===== config.mk =====
export PLATFORM = sky130hd
export DESIGN_NAME = instruction_fetch_responder
export DESIGN_NICKNAME = d
export VERILOG_FILES = /design/src/rtl/instruction_fetch_responder.sv
export SDC_FILE = /design/constraint.sdc
export NUM_CORES = 1
export LEC_CHECK = 0
export ABC_CLOCK_PERIOD_IN_PS = 2150
export CORE_MARGIN = 2
export CORE_UTILIZATION = 45
export DETAILED_ROUTE_END_ITERATION = 12
export PLACE_DENSITY = 0.79
export RECOVER_POWER = 100
export SYNTH_ARGS = -nofsm -noshare
export SYNTH_HDL_FRONTEND = slang
export SYNTH_SLANG_ARGS = --single-unit

===== constraint.sdc =====
create_clock -name Clk -period 2.15 [get_ports Clk]
set_clock_uncertainty 0.2 [all_clocks]
set_input_delay 0.43 -clock Clk [delete_from_list [all_inputs] [get_ports Clk]]
set_output_delay 0.43 -clock Clk [all_outputs]
set_load 0.01 [all_outputs]

===== src/rtl/instruction_fetch_responder.sv =====
// Instruction-fetch responder: one request in flight, ROM lookup, response LATENCY edges after accept.
// The ROM image is a packed parameter (word i at bits [32*i +: 32]); words not given are zero.
module instruction_fetch_responder #(
  parameter int unsigned DEPTH_WORDS = 128,
  parameter int unsigned LATENCY     = 2,
  parameter logic [DEPTH_WORDS*32-1:0] ROM_INIT = '0
) (
  input  logic        Clk,
  input  logic        Reset,
  input  logic        ReqValid,
  output logic        ReqReady,
  input  logic [31:0] ReqAddress,
  output logic        RespValid,
  input  logic        RespReady,
  output logic [31:0] RespInstruction,
  output logic [31:0] RespAddress,
  output logic        AddrError
);

  // state  | meaning
  // S_IDLE | ready for a request
  // S_WAIT | request latched, counting down to the response
  // S_RESP | response presented until the consumer takes it
  typedef enum logic [1:0] {S_IDLE, S_WAIT, S_RESP} state_t;

  localparam int unsigned AW = $clog2(DEPTH_WORDS);
  localparam logic [3:0] LAT_M1 = 4'(LATENCY - 1);
  localparam logic [31:0] ADDR_LIMIT = 32'(4 * DEPTH_WORDS);

  state_t          state;
  state_t          state_nxt;
  logic [3:0]      cnt;
  logic [31:0]     addr_q;
  logic            accept;
  logic            load_resp;
  logic            load_err;
  logic [AW-1:0]   load_idx;
  logic [31:0]     rom_word;

  assign accept    = ReqValid & ReqReady;
  assign load_resp = (state == S_WAIT) && (cnt == 4'd0);
  assign load_idx  = addr_q[AW+1:2];
  assign load_err  = (addr_q[1:0] != 2'b00) || (addr_q >= ADDR_LIMIT);
  assign rom_word  = ROM_INIT[32*load_idx +: 32];

  always_ff @(posedge Clk) begin
    if (Reset) state <= S_IDLE;
    else       state <= state_nxt;
  end

  always_comb begin
    state_nxt = state;
    case (state)
      S_IDLE:  if (accept) state_nxt = S_WAIT;
      S_WAIT:  if (cnt == 4'd0) state_nxt = S_RESP;
      S_RESP:  if (RespReady) state_nxt = accept ? S_WAIT : S_IDLE;
      default: state_nxt = S_IDLE;
    endcase
  end

  // In RESP a new request is only taken while the current response retires.
  always_comb begin
    ReqReady  = 1'b0;
    RespValid = (state == S_RESP);
    if (!Reset) begin
      if (state == S_IDLE)      ReqReady = 1'b1;
      else if (state == S_RESP) ReqReady = RespReady;
    end
  end

  always_ff @(posedge Clk) begin
    if (Reset) begin
      cnt             <= 4'd0;
      addr_q          <= 32'd0;
      RespInstruction <= 32'd0;
      RespAddress     <= 32'd0;
      AddrError       <= 1'b0;
    end else begin
      if (accept) begin
        addr_q <= ReqAddress;
        cnt    <= LAT_M1;
      end else if (state == S_WAIT && cnt != 4'd0) begin
        cnt <= cnt - 4'd1;
      end
      if (load_resp) begin
        RespAddress     <= addr_q;
        AddrError       <= load_err;
        RespInstruction <= load_err ? 32'd0 : rom_word;
      end
    end
  end

endmodule


; ---- Yosys cells after proc, flatten, opt, wreduce, memory -nomap -nowiden
; Cells that the tools add are included.
[word_totals]
ff_bits = 103
output_inout_bits = 67
word_cells = 37
[classes]
n_addsub = 1
magnitude_cmp = 1
eq_ne = 5
shift = 1
n_mux = 11
bitwise_logic = 1
n_reduce_logical = 10
[ops]
columns = op, count
row1 = "variable part select 4096 x 13 -> 32 bit, first input constant", 1
row2 = "greater-or-equal comparator 32 x 10 -> 1 bit, second input constant", 1
row3 = 2-to-1 mux 32 bit, 1
row4 = 2-to-1 mux 1 bit, 6
row5 = 2-to-1 mux 2 bit, 3
row6 = one-hot mux 2 bit (3 select lines), 1
row7 = logical NOT 4 bit, 1
row8 = "!= test 2 x 1 -> 1 bit, second input constant", 2
row9 = nonzero test 2 bit, 2
row10 = nonzero test 4 bit, 1
row11 = "subtractor 4 x 1 -> 4 bit, second input constant", 1
row12 = AND reduction 3 bit, 1
row13 = "== test 2 x 1 -> 1 bit, second input constant", 1
row14 = "== test 2 bit, second input constant", 1
row15 = logical AND 1 bit, 2
row16 = logical NOT 2 bit, 1
row17 = "!= test 2 bit, second input constant", 1
row18 = OR reduction 2 bit, 1
row19 = AND 1 bit, 1
row20 = logical OR 1 bit, 1

; ---- Logic depth before layout (Yosys ltp)
[logic_depth]
word_depth = 8
mapped_depth = 7
ltp_nobuf = 6

; ---- Least setup slack after synthesis
; No wires, ideal clock.
[synth_timing]
kind = register -> register
startpoint = reg cnt[0]
endpoint = reg RespAddress[12]
setup_ps = 68
arrival_time_ps = 1366
required_time_ps = 1882
path_slack_ps = 516
path_stages_with_launch = 8
path_buffers = 1
period_less_slack_ps = 1634
path_cell_list = dfxtp_1 > inv_1 > ha_1 > or3b_4 > nor2_8 > buf_6 > nand2_1 > a21oi_2
[synth_between]
elab_chain_cells = 2
[synth_rtl]
columns = item, line_no
row1 = from (decl), 32  ; logic [3:0] cnt;
row2 = from (signal assigned), 83  ; cnt <= cnt - 4'd1;
row3 = logical NOT 4 bit, 41  ; assign load_resp = (state == S_WAIT) && (cnt == 4'd0);
row4 = logical AND 1 bit, 41
row5 = to (signal assigned), 86  ; RespAddress <= addr_q;
row6 = to (decl), 16  ; output logic [31:0] RespAddress,
; No other way between the ends.
; A chain may end at the register's enable or synchronous reset.

; ---- Worst setup path in the final report
[layout_timing]
startpoint = reg state[0]
endpoint = out RespValid
[layout_between]
elab_chain_cells = 1
[layout_rtl]
columns = item, line_no
row1 = from (decl), 30  ; state_t state;
row2 = from (signal assigned), 48  ; else state <= state_nxt;
row3 = == test 2 bit, 64  ; RespValid = (state == S_RESP);
row4 = to (decl), 13  ; output logic RespValid,
; No other way between the ends.

==> impl_metrics.ini <==
[status]
outcome = completed

[setup_path]
crit_arrival_ns = 1.43
critPathCaptureType = primary output
start_kind = register
crit_required_ns = 1.52
cp_max_fo = 6
critical_path_class = reg2out
crit_slowest_cell = clkdlybuf4s50_1
path_cells = and2b_1 -> clkdlybuf4s50_1
critPathMaxStageDelay_ns = 0.53

[final_layout]
final_cell_mix = 98 x nand2_1, 70 x dfxtp_1, 35 x clkdlybuf4s50_1, 33 x nand2b_1, 33 x dlygate4sd3_1
layout.nets = 461
syn_to_final_growth_pct = 24.99
final_core_util_pct = 58.85
final_layout_size_suffix_gt1_share_pct = 8.411
fill_cells = 601
layout_commonest_cell = nand2_1
fin_cells = 505
diodes = 0

[sta]
worst_slack_ns = 0.08663
worstMarginPinSlew_ns = 0.6703
min_period_ns = 2.063
setup_viol = 0
slew_violations = 0
max_slew_margin_pct = 55.31
finalCritPeriodShare_pct = 95.97
hold_viol = 0
rsz0062_at_grt = no
holdWs_ns = 0.09240
fmax_ghz = 0.4846

[floorplanning]
core_um2 = 6422
io_pins = 103
die_h_um = 85.98
num_rows = 29
die_area_um2 = 7392
start_util_pct = 47.09
die_w_um = 85.98

[grt]
grt_pass1_vias = 2265
antenna_found_initial = 1
grt.total_usage_pct = 17.97
grt_overflow = 0
grt_first_pass_wirelength_um = 10380
grt_max_degree = 71

[cts]
htree_levels = 3
cts_setup_buffers = 0
clk_pin_slew_worst_paths_ns = 0.07
cts_hold_buf = 0
clock_latency_ns = 0.34
cts_resized = 2
max-clock-path-buffers = 2
cts_tree = yes
cts_sinks = 71
numCtsBuffers = 9
root_buffer = clkbuf_8

[pwr]
power.density_nw_per_um2 = 781.4
power_leakage_nw = 1.461
p_switching_w = 0.0008145
pwr-share-clk_pct = 34.8
combPwrFrac_pct = 15.6
peakVddDrop_mv = 0.5057
switching_share_pct = 27.58
p_int_w = 0.002139
p_seq_share_pct = 49.6

[flow_run]
maxCapViolations = 0

[routing]
drt-initial-drc-count = 94
avgViaCountPerCell = 4.826
num_vias = 2437
ant_nets = 0
drt_pass1_iterations = 4
routed_wl_um = 6241
drc = 0
wl_per_cell_um = 12.36

[logic_synthesis]
synthesis.instances = 359
syn_area_per_cell_um2 = 8.424
synth_top_area_share_pct = 47.00
ys.flop_type = dfxtp_1
synth_area_leaders = dfxtp_1 47%, nand2_1 12%, buf_4 8.2%
synth.largest_area_cell = dfxtp_1
ys_warn_count = 0
synth_area_um2 = 3024
synth_edf_count = 0
yosysUniqueCellTypes = 33
ys_ff_latch = 71
seq_area_frac_synth_pct = 47.00
async_reset_ff_share_pct = 0

[placed_design]
dp_hpwl_um = 4139
dp_cells = 490
io_buffers = 70
pre_cts_slack_ns = -0.2062
gp_congestion = 0.7004

[hold_path]
hold_class = in2reg
## critical path: cells and delay by family (launching register included)
kind                   cells  cell delay (ns)
buffers and inverters      1             0.53
AND/OR/NAND/NOR            1             0.20
flip-flops                 1             0.36
## power groups by stage
stage | logic (W) | registers [W] | clock network [W]
after floorplan | 0.000350 | 0.00149 | 0
after global placement | 0.000476 | 0.00149 | 0
after detailed placement | 0.000484 | 0.00150 | 0
after CTS | 0.000485 | 0.00147 | 0.00105
after global routing | 0.000515 | 0.00148 | 0.00112
final | 0.000459 | 0.00147 | 0.00103
## stage by stage
stage | total power (W) | instance area (um2) | setup TNS, ns
6_report | 0.002954 | 3780 | 0
2_1_floorplan | 0.001843 | 3141 | 0
3_5_place_dp | 0.001982 | 3626 | -0.2077
5_1_grt | 0.003117 | 3780 | 0
4_1_cts | 0.003007 | 3812 | 0
3_3_place_gp | 0.001969 | 3626 | -0.1744
## cell usage after synthesis (2+ instances only)
library cell / n
clkbuf_1: 7
and2b_1: 2
a21oi_1: 25
nand3_1: 2
dfxtp_1: 71
o21ai_0: 21
nand2b_1: 33
nor2_1: 3
nor3_1: 7
a21oi_2: 10
o21ai_1: 11
buf_4: 33
inv_1: 3
nand2_1: 98
buf_6: 6
nor4_1: 5
buf_2: 6
## kinds of logic after synthesis
logic type	Yosys count	share of synthesized area, %
adders and majority gates	1	0.4137
buffers and inverters	56	12.83
AOI/OAI and AO/OA	70	13.28
xor gates and xnor gates	2	0.5793
and+or+nand+nor	158	25.78
other	1	0.1240
DFF	71	47.00
## state kept, by name, summed over array words and instances (netlist names)
| name | cells |
|---|---|
| RespAddress | 32 |
| state | 2 |
| AddrError | 1 |
| addr_q | 32 |
| cnt | 4 |
## worst paths after layout
path              startpoint  cells after the start               to  slack [ns]
max reg2reg         state[1]                      5       addr_q[11]        0.22
max                 state[0]                      2        RespValid        0.09
min                    Reset                      2         state[1]        0.09
min reg2reg  RespAddress[25]                      2  RespAddress[25]        0.25
## routing by layer
layer | up-vias | part of all wire [%] | GRT usage (%)
met3 | 9 | 8.0 | 8.085
met2 | 70 | 47 | 28.40
met5 | - | 0.18 | 0
met4 | 2 | 1.1 | 6.061
met1 | 1126 | 44 | 21.75
li1 | 1230 | - | -
## area by class of cell
class	instances	area, um2	share of cell area (%)
sequential	71	1423	37.64
tap	77	96.34	2.549
inverter	3	11.26	0.2979
clock inverter	6	62.56	1.655
clock buffer	9	123.9	3.277
timing repair buffer	76	762.0	20.16
multi-input combinational	263	1301	34.43
Power figures use the tool's default switching activity.
